<file path="src/rtl/bsg_fsb_mitm_relay.sv">
// Man-in-the-middle relay between an FSB ring port and one master node, with per-direction
// pass/drop/hold modes and an upstream packet injector. Counters built when BSG_FSB_MITM_STATS_EN is defined.

module bsg_fsb_mitm_relay_fifo #(
  parameter int width_p = 32
) (
  input  logic               clk_i,
  input  logic               reset_n_i,
  input  logic               enq_i,
  input  logic [width_p-1:0] data_i,
  input  logic               deq_i,
  output logic               full_o,
  output logic               empty_o,
  output logic [width_p-1:0] data_o
);
  logic [width_p-1:0] mem_q [2];
  logic               wptr_q, rptr_q;
  logic [1:0]         cnt_q;

  always_ff @(posedge clk_i or negedge reset_n_i) begin
    if (!reset_n_i) begin
      wptr_q <= 1'b0;
      rptr_q <= 1'b0;
      cnt_q  <= 2'd0;
    end else begin
      if (enq_i) wptr_q <= ~wptr_q;
      if (deq_i) rptr_q <= ~rptr_q;
      cnt_q <= cnt_q + {1'b0, enq_i} - {1'b0, deq_i};
    end
  end

  always_ff @(posedge clk_i) begin
    if (enq_i) mem_q[wptr_q] <= data_i;
  end

  assign full_o  = (cnt_q == 2'd2);
  assign empty_o = (cnt_q == 2'd0);
  assign data_o  = mem_q[rptr_q];
endmodule

module bsg_fsb_mitm_relay #(
  parameter  int ring_width_p = 32,
  parameter  int inject_els_p = 8,
  parameter  int cnt_width_p  = 16,
  localparam int addr_w_lp    = (inject_els_p > 1) ? $clog2(inject_els_p) : 1,
  localparam int len_w_lp     = $clog2(inject_els_p + 1)
) (
  input  logic                    clk_i,
  input  logic                    reset_n_i,
  input  logic [1:0]              mode_up_i,
  input  logic [1:0]              mode_down_i,
  input  logic                    v_i,
  input  logic [ring_width_p-1:0] data_i,
  output logic                    ready_o,
  output logic                    v_o,
  output logic [ring_width_p-1:0] data_o,
  input  logic                    yumi_i,
  input  logic                    from_master_v_i,
  input  logic [ring_width_p-1:0] from_master_data_i,
  output logic                    from_master_ready_o,
  output logic                    to_master_v_o,
  output logic [ring_width_p-1:0] to_master_data_o,
  input  logic                    to_master_yumi_i,
  input  logic                    cfg_w_v_i,
  input  logic [addr_w_lp-1:0]    cfg_addr_i,
  input  logic [ring_width_p-1:0] cfg_data_i,
  input  logic                    start_i,
  input  logic [len_w_lp-1:0]     inject_len_i,
  output logic                    busy_o,
  output logic                    done_o,
  output logic [cnt_width_p-1:0]  up_xfer_cnt_o,
  output logic [cnt_width_p-1:0]  up_drop_cnt_o,
  output logic [cnt_width_p-1:0]  down_xfer_cnt_o,
  output logic [cnt_width_p-1:0]  down_drop_cnt_o
);
  typedef enum logic [1:0] {IDLE, RUN, DONE} inj_state_e;
  localparam logic [1:0] M_PASS = 2'd0, M_DROP = 2'd1, M_INJECT = 2'd2, M_HOLD = 2'd3;

  // Keeps every ready low while reset is held, even in DROP/INJECT modes.
  logic alive_q;
  always_ff @(posedge clk_i or negedge reset_n_i) begin
    if (!reset_n_i) alive_q <= 1'b0;
    else            alive_q <= 1'b1;
  end

  logic                    up_full, up_empty, up_enq, up_deq, up_pass, up_discard;
  logic                    inj_push;
  logic [ring_width_p-1:0] up_enq_data, inj_data;

  assign up_pass             = (mode_up_i == M_PASS);
  assign up_discard          = (mode_up_i == M_DROP) || (mode_up_i == M_INJECT);
  assign from_master_ready_o = alive_q & ((up_pass & ~up_full) | up_discard);
  assign v_o                 = ~up_empty & (mode_up_i != M_HOLD);
  assign up_deq              = v_o & yumi_i;
  assign up_enq              = (from_master_v_i & from_master_ready_o & up_pass) | inj_push;
  assign up_enq_data         = inj_push ? inj_data : from_master_data_i;

  bsg_fsb_mitm_relay_fifo #(.width_p(ring_width_p)) up_fifo (
    .clk_i, .reset_n_i, .enq_i(up_enq), .data_i(up_enq_data), .deq_i(up_deq),
    .full_o(up_full), .empty_o(up_empty), .data_o(data_o)
  );

  logic down_full, down_empty, down_enq, down_deq, down_pass, down_drop;

  assign down_pass     = (mode_down_i == M_PASS);
  assign down_drop     = (mode_down_i == M_DROP);
  assign ready_o       = alive_q & ((down_pass & ~down_full) | down_drop);
  assign to_master_v_o = ~down_empty & ~mode_down_i[1];
  assign down_deq      = to_master_v_o & to_master_yumi_i;
  assign down_enq      = v_i & ready_o & down_pass;

  bsg_fsb_mitm_relay_fifo #(.width_p(ring_width_p)) down_fifo (
    .clk_i, .reset_n_i, .enq_i(down_enq), .data_i(data_i), .deq_i(down_deq),
    .full_o(down_full), .empty_o(down_empty), .data_o(to_master_data_o)
  );

  inj_state_e              state_q, state_d;
  logic [len_w_lp-1:0]     ptr_q, ptr_d, len_q, len_d, len_clamped;
  logic [ring_width_p-1:0] inj_mem_q [inject_els_p];
  logic                    inj_mode;

  assign inj_mode    = (mode_up_i == M_INJECT);
  assign len_clamped = (inject_len_i > len_w_lp'(inject_els_p)) ? len_w_lp'(inject_els_p)
                                                                : inject_len_i;
  assign inj_data    = inj_mem_q[ptr_q[addr_w_lp-1:0]];
  assign busy_o      = (state_q == RUN);
  assign done_o      = (state_q == DONE);

  // The sequence buffer is frozen while a run is reading it.
  always_ff @(posedge clk_i) begin
    if (cfg_w_v_i && (state_q != RUN)) inj_mem_q[cfg_addr_i] <= cfg_data_i;
  end

  always_ff @(posedge clk_i or negedge reset_n_i) begin
    if (!reset_n_i) begin
      state_q <= IDLE;
      ptr_q   <= '0;
      len_q   <= '0;
    end else begin
      state_q <= state_d;
      ptr_q   <= ptr_d;
      len_q   <= len_d;
    end
  end

  always_comb begin
    state_d  = state_q;
    ptr_d    = ptr_q;
    len_d    = len_q;
    inj_push = 1'b0;
    unique case (state_q)
      IDLE, DONE: begin
        if (start_i && inj_mode) begin
          ptr_d   = '0;
          len_d   = len_clamped;
          state_d = (len_clamped == '0) ? DONE : RUN;
        end else if (state_q == DONE && !inj_mode) begin
          state_d = IDLE;
        end
      end
      RUN: begin
        if (!inj_mode) begin
          state_d = IDLE;
        end else if (!up_full) begin
          inj_push = 1'b1;
          ptr_d    = ptr_q + len_w_lp'(1);
          if (ptr_q == len_q - len_w_lp'(1)) state_d = DONE;
        end
      end
      default: state_d = IDLE;
    endcase
  end

`ifdef BSG_FSB_MITM_STATS_EN
  logic [cnt_width_p-1:0] up_xfer_q, up_drop_q, down_xfer_q, down_drop_q;

  always_ff @(posedge clk_i or negedge reset_n_i) begin
    if (!reset_n_i) begin
      up_xfer_q   <= '0;
      up_drop_q   <= '0;
      down_xfer_q <= '0;
      down_drop_q <= '0;
    end else begin
      if (up_deq && !(&up_xfer_q)) up_xfer_q <= up_xfer_q + cnt_width_p'(1);
      if (from_master_v_i && from_master_ready_o && up_discard && !(&up_drop_q))
        up_drop_q <= up_drop_q + cnt_width_p'(1);
      if (down_deq && !(&down_xfer_q)) down_xfer_q <= down_xfer_q + cnt_width_p'(1);
      if (v_i && ready_o && down_drop && !(&down_drop_q))
        down_drop_q <= down_drop_q + cnt_width_p'(1);
    end
  end

  assign up_xfer_cnt_o   = up_xfer_q;
  assign up_drop_cnt_o   = up_drop_q;
  assign down_xfer_cnt_o = down_xfer_q;
  assign down_drop_cnt_o = down_drop_q;
`else
  assign up_xfer_cnt_o   = '0;
  assign up_drop_cnt_o   = '0;
  assign down_xfer_cnt_o = '0;
  assign down_drop_cnt_o = '0;
`endif
endmodule

</file>
<file path="config.mk">
export PLATFORM = sky130hd
export DESIGN_NAME = bsg_fsb_mitm_relay
export DESIGN_NICKNAME = d
export VERILOG_FILES = /design/src/rtl/bsg_fsb_mitm_relay.sv
export SDC_FILE = /design/constraint.sdc
export NUM_CORES = 1
export LEC_CHECK = 0
export CELL_PAD_IN_SITES_DETAIL_PLACEMENT = 0
export CELL_PAD_IN_SITES_GLOBAL_PLACEMENT = 2
export CORE_MARGIN = 2
export CORE_UTILIZATION = 40
export DETAILED_ROUTE_END_ITERATION = 7
export GPL_ROUTABILITY_DRIVEN = 0
export PLACE_DENSITY_LB_ADDON = 0.1
export SYNTH_ARGS = -nofsm -noshare
export SYNTH_HDL_FRONTEND = slang
export SYNTH_HIERARCHICAL = 1
export SYNTH_SLANG_ARGS = --single-unit
</file>
<file path="constraint.sdc">
create_clock -name clk_i -period 4.8 [get_ports clk_i]
set_clock_uncertainty 0.1 [all_clocks]
set_input_delay 0.96 -clock clk_i [delete_from_list [all_inputs] [get_ports clk_i]]
set_output_delay 0.96 -clock clk_i [all_outputs]
set_load 0.02 [all_outputs]
</file>
# Yosys cells after proc, flatten, opt, wreduce, memory -nomap -nowiden
# Memory sizes are Yosys's and may differ from the RTL's.
# Index checks and enable logic that the tools add are counted.
[word_totals] ff_bits=19 latch_bits=0 ramBits=384 rom_bits=0 input_bits=115 output_inout_bits=134 word_cells=98 n_memories=3
[classes] add_sub_neg=6 mul=0 div=0 n_lt_le_gt_ge=1 n_eq_ne=16 n_shift=0 muxes=22 bitwise=24 n_reduce_logical=16
[mem_list] memory="inj_mem_q" depth=8 word_bits=32 rd=1 rd_ports_with_merged_regs=0 write_ports=1 line_no="119" source="logic [ring_width_p-1:0] inj_mem_q [inject_els_p];"
[mem_list] memory="down_fifo.mem_q" depth=2 word_bits=32 rd=1 rd_ports_with_merged_regs=0 write_ports=1 line_no="16" source="logic [width_p-1:0] mem_q [2];"
[mem_list] memory="up_fifo.mem_q" depth=2 word_bits=32 rd=1 rd_ports_with_merged_regs=0 write_ports=1 line_no="16"
[op_table] op="$mux W32" n=1
[op_table] op="$mux W4" n=4
[op_table] op="$and A1 B1 Y1" n=12
[op_table] op="$mux W2" n=6
[op_table] op="$logic_not A2 Y1" n=5
[op_table] op="$mux W1" n=9
[op_table] op="$not A1 Y1" n=9
[op_table] op="$eq A2 B2 Y1 const B" n=4
[op_table] op="$pmux W4 S2" n=1
[op_table] op="$eq A2 B1 Y1 const B" n=3
[op_table] op="$ne A2 B2 Y1 const B" n=3
[op_table] op="$ne A3 B3 Y1 const B" n=2
[op_table] op="$add A2 B1 Y2" n=2
[op_table] op="$add A4 B1 Y4 const B" n=1
[op_table] op="$eq A4 B4 Y1" n=1
[op_table] op="$gt A4 B4 Y1 const B" n=1
[op_table] op="$logic_not A4 Y1" n=1
[op_table] op="$ne A2 B1 Y1 const B" n=2
[op_table] op="$pmux W2 S2" n=1
[op_table] op="$reduce_and A4 Y1" n=1
[op_table] op="$sub A2 B1 Y2" n=2
[op_table] op="$sub A4 B1 Y4 const B" n=1
[op_table] op="$logic_and A1 B1 Y1" n=3
[op_table] op="$ne A3 B2 Y1 const B" n=1
[op_table] op="other kinds (7)" n=9

# Depth between registers and ports, before layout
[logic_depth] ltp_word=10 mapped_depth=8 mapped_depth_nobuf=7

# Hierarchy
# The synthesis kept the hierarchy.
[modules_own_cells] module="bsg_fsb_mitm_relay" instances=1 cells_per_inst=738 area_per_inst_um2=11467.2 seq_area_each_um2=7962.6
[modules_own_cells] module="bsg_fsb_mitm_relay_fifo" instances=2 cells_per_inst=115 area_per_inst_um2=2658.8 seq_area_each_um2=2021.9

# Worst setup path before layout
# OpenSTA, ideal clock, no wires.
[synth_timing] path_kind="input port to flip-flop" start="input cfg_addr_i[0]" end="memory inj_mem_q[0][0] (enable)" setup_ns=0.461 arrival_time_ns=3.376 t_required_ns=4.239 path_slack_ns=0.863 path_stages=2 path_buffers=0 cell_sequence="nand3b_1 > nor3_1"
[synth_rtl] element="start: declaration" line_no="65" source="input logic [addr_w_lp-1:0] cfg_addr_i,"
[synth_rtl] element="end: declaration" line_no="119"
# No word-level cell before the write port.

# Worst setup path in the final report
[layout_timing] start="register up_fifo.rptr_q" end="output data_o[0]"
[layout_via] elab_chain_cells=1
[layout_lines] element="start: declaration" line_no="17" source="logic wptr_q, rptr_q;"
[layout_lines] element="start signal: assignment" line_no="27" source="if (deq_i) rptr_q <= ~rptr_q;"
[layout_lines] element="$mem_v2 Z2 W32"
[layout_lines] element="end: declaration" line_no="56" source="output logic [ring_width_p-1:0] data_o,"
# Every way passes these cells.

==> run summary <==
The count of distinct cell types in the synthesized netlist came out at 44. The count of cells along the worst hold path came out at 1. On the worst path, the slowest cell contributes a delay of 1070 ps. The critical path in this run is classified as reg2out. The end of the worst register-to-register path is up_fifo/mem_q[0][6].

CTS saw 403 sinks. The number of buffers and inverters on the critical path is 1. The run finished with clean final reports. The via count is 8473. For this run, the post-layout net count is 1295. The global-route wire length before repair is 53500 um. For this design the ratio of total power to cell area is 439 mW/mm2. The leakage dissipation came out at 6.86 nW.

The beginning of the critical path is up_fifo/rptr_q. TritonCTS built the clock tree. The number of H-tree levels is 2.

In this run the most critical hold path is launched from down_fifo/wptr_q. The floorplan die height is 209 um. The post-synthesis to final-layout area growth is 19.8%. The aggregate routed wire length came out at 35800 um. Walking the worst path, the cells encountered are mux2_2 -> clkdlybuf4s50_1.

The clock transition at the register clock pins on the worst setup and hold paths after CTS is 60 ps. Setup repair after global routing left no endpoint under its margin. The number of failing hold endpoints at the final stage is 0. The count of unresolved DRC violations after routing came out at 0. The netlist area before placement is 0.0168 mm2. The worst path in the final design needs a cycle of 3770 ps, including I/O delays and setup. The internal reg-to-reg setup slack came out at 2130 ps. The setup violation total in the final timing report came out at 0. Summed over all instances, the cell type with the most area after synthesis is edfxtp_1. The number of violations of the max-capacitance limit is 0. Static timing analysis puts the maximum clock frequency at 0.265 GHz. The type of the worst min-delay path is reg2reg. The number of violations reported at the end of detailed-routing iteration 0 came out at 408. The I/O pin count is 249. The final standard cell utilization of the core came out at 48.3%.

The setup fix buffers added after clock tree synthesis came out at 0. The overall fraction of global-route tracks in use is 16.4%. Hold is met by 399 ps. Summed over all layers, the global routing overflow is 0. The number of warnings printed during yosys synthesis came out at 6. The worst hold path terminates at down_fifo/wptr_q. For this run, the register share of the synthesized area comes to 71.5%. The cell family with the largest share of critical-path delay is flip-flops. The hold buffer count at CTS is 0. The largest buffer count on any clock path is 3. The die covers 0.0436 mm2. The maximum number of pins on one net before global-route repair is 99. In the layout the commonest cells are edfxtp_1, clkdlybuf4s50_1, mux2i_1, nand2_1, conb_1. The critical-path cell with the highest stage delay is dfrtp_2.

The number of search-and-repair iterations in the first detailed-routing pass came out at 4. The area of the core came out at 0.0417 mm2. The starting utilization of the core area came out at 40.3%. The register cell area after layout came out at 0.0120 mm2. IR analysis of the VDD net gives a maximum drop of 248 uV. The routed wirelength normalized by instance count came out at 20.6 um. The horizontal extent of the die came out at 209 um. In the final layout, the multi-input gates occupy 0.00410 mm2. Averaged over all synthesized cells, the footprint is 17.3 um2.

The maximum fanout along the worst path came out at 33. The share of the cycle needed by the critical path after routing is 78.6%. The depth of the worst register-to-register path came out at 5. The number of global-route vias before repair came to 8541. The leading cell type in the layout, fill and taps excluded is edfxtp_1. The number of rows created at floorplan is 75. The number of vias per cell came out at 4.86. The number of slew-limit violations in the final report is 0. The number of flops mapped to enable cells by yosys is 384. The final-layout fill cell count is 3575.

The number of resized instances in the post-cts repair step came out at 0. At the later pin of the worst-skew pair, clock insertion delay measures 570 ps. The slew at the pin closest to its max-slew limit is 1110 ps. The data arrival time of the critical path came out at 2710 ps. In this run, CTS created clock tree buffers numbering 43. After synthesis, the largest area contributor takes up 68.7% of total cell area. The quantity of I/O buffers inserted on ports is 184. The worst setup path is captured at an output pin.

The cell count after synthesis is 968. In this run the remaining antenna-violating nets after routing total 0. The root buffer cell chosen for the clock tree is clkbuf_16. The worst setup path is launched from a flop. The count of antenna diodes in the layout is 0. The worst slew margin relative to its limit came out at 25.9%. After synthesis the netlist holds a flip-flop and latch count of 403. The HPWL after detailed placement is 21600 um. The worst register-to-register path begins at ptr_q[0]. Summed over all failing endpoints, the final setup total negative slack is 0 ps. The initial antenna violation count came out at 0.

The share of synthesized registers carrying an async set or reset is 4.71%. The required time of the critical path came out at 3740 ps. The flip-flop cell with the highest count after synthesis is edfxtp_1.

Ranked by total cell area, the synthesized netlist is headed by edfxtp_1, mux2i_1, mux2_4. The proportion of layout cells with a drive suffix above 1 came out at 12.8%.
-- synth_stat cells (4+ instances only) --
cell type,n
buf_6,5
nand2_1,72
buf_12,11
nand2b_1,6
a22oi_1,64
buf_4,65
mux2_4,58
nand3_1,33
inv_1,9
xnor2_1,4
buf_8,4
mux2i_1,128
xor2_1,8
and2_1,5
buf_2,21
edfxtp_1,384
nor2b_1,10
dfrtp_1,19
o21ai_1,5
ha_1,9
mux2_2,7
nor2_1,11
-- worst reg2reg max path, cell delays in order (launching register included) --
cell     delay [ps]
dfrtp_1         520
nor2b_2         820
buf_4           450
a22oi_1         200
nand3_1         180
nand2_1         130
-- kinds of logic after synthesis --
| logic type | count (synthesis) | share of synthesized area [%] |
|---|---|---|
| DFF | 403 | 71.5 |
| other | 2 | 0.0447 |
| buffers and inverters | 119 | 5.87 |
| xor gates and xnor gates | 14 | 0.909 |
| adders and majority gates | 9 | 0.671 |
| AOI/OAI and AO/OA | 77 | 3.37 |
| muxes | 194 | 13.4 |
| and+or+nand+nor | 150 | 4.24 |
-- area by class of cell --
class                      instances  area share [%]
inverter                           9           0.168
clock inverter                    18           0.579
tap                              539            3.35
timing repair buffer             205            10.0
multi-input combinational        509            20.4
sequential                       403            59.7
clock buffer                      59            5.76
-- routing by layer --
metal	GRT usage [%]	vias to the layer above	wire, um
met5	0	-	0
met3	4.03	38	1860
met1	23.2	4243	17100
li1	-	3969	-
met2	25.7	223	16300
met4	3.84	0	521
-- worst max-delay path by stage --
stage / end / slack [ps] / cells after the start
floorplan: inj_mem_q[0][0] / 860 / 2
global placement: from_master_ready_o / 1190 / 6
detailed placement: from_master_ready_o / 1160 / 6
CTS: data_o[0] / 920 / 2
global route: data_o[0] / 870 / 2
finish: data_o[0] / 1030 / 2
-- where the power goes --
group          leakage (nW)  internal, mW  switching (mW)
Clock                 0.610          1.74            1.29
Sequential             3.71          3.99           0.225
Combinational          2.53         0.853           0.736
Total                  6.86          6.58            2.25
-- flip-flops by register name (all words and copies together), names as in the netlist --
register,cells
alive_q,1
down_fifo/wptr_q,1
state_q,2
up_fifo/wptr_q,1
down_fifo/rptr_q,1
len_q,4
up_fifo/mem_q,64
down_fifo/cnt_q,2
down_fifo/mem_q,64
up_fifo/rptr_q,1
ptr_q,4
inj_mem_q,256
up_fifo/cnt_q,2
-- metrics by stage --
step / std cells / total power, mW / worst slack [ps] / cell area (um2)
after detailed placement: 1665 / 5.91 / 1160 / 18800
after global placement: 1665 / 5.90 / 1190 / 18800
final: 1742 / 8.83 / 1030 / 20100
after floorplan: 1031 / 5.43 / 863 / 17000
after global routing: 1742 / 9.20 / 867 / 20100
after CTS: 1742 / 8.96 / 917 / 20100
Note: power is estimated with default switching activity, not from simulation.
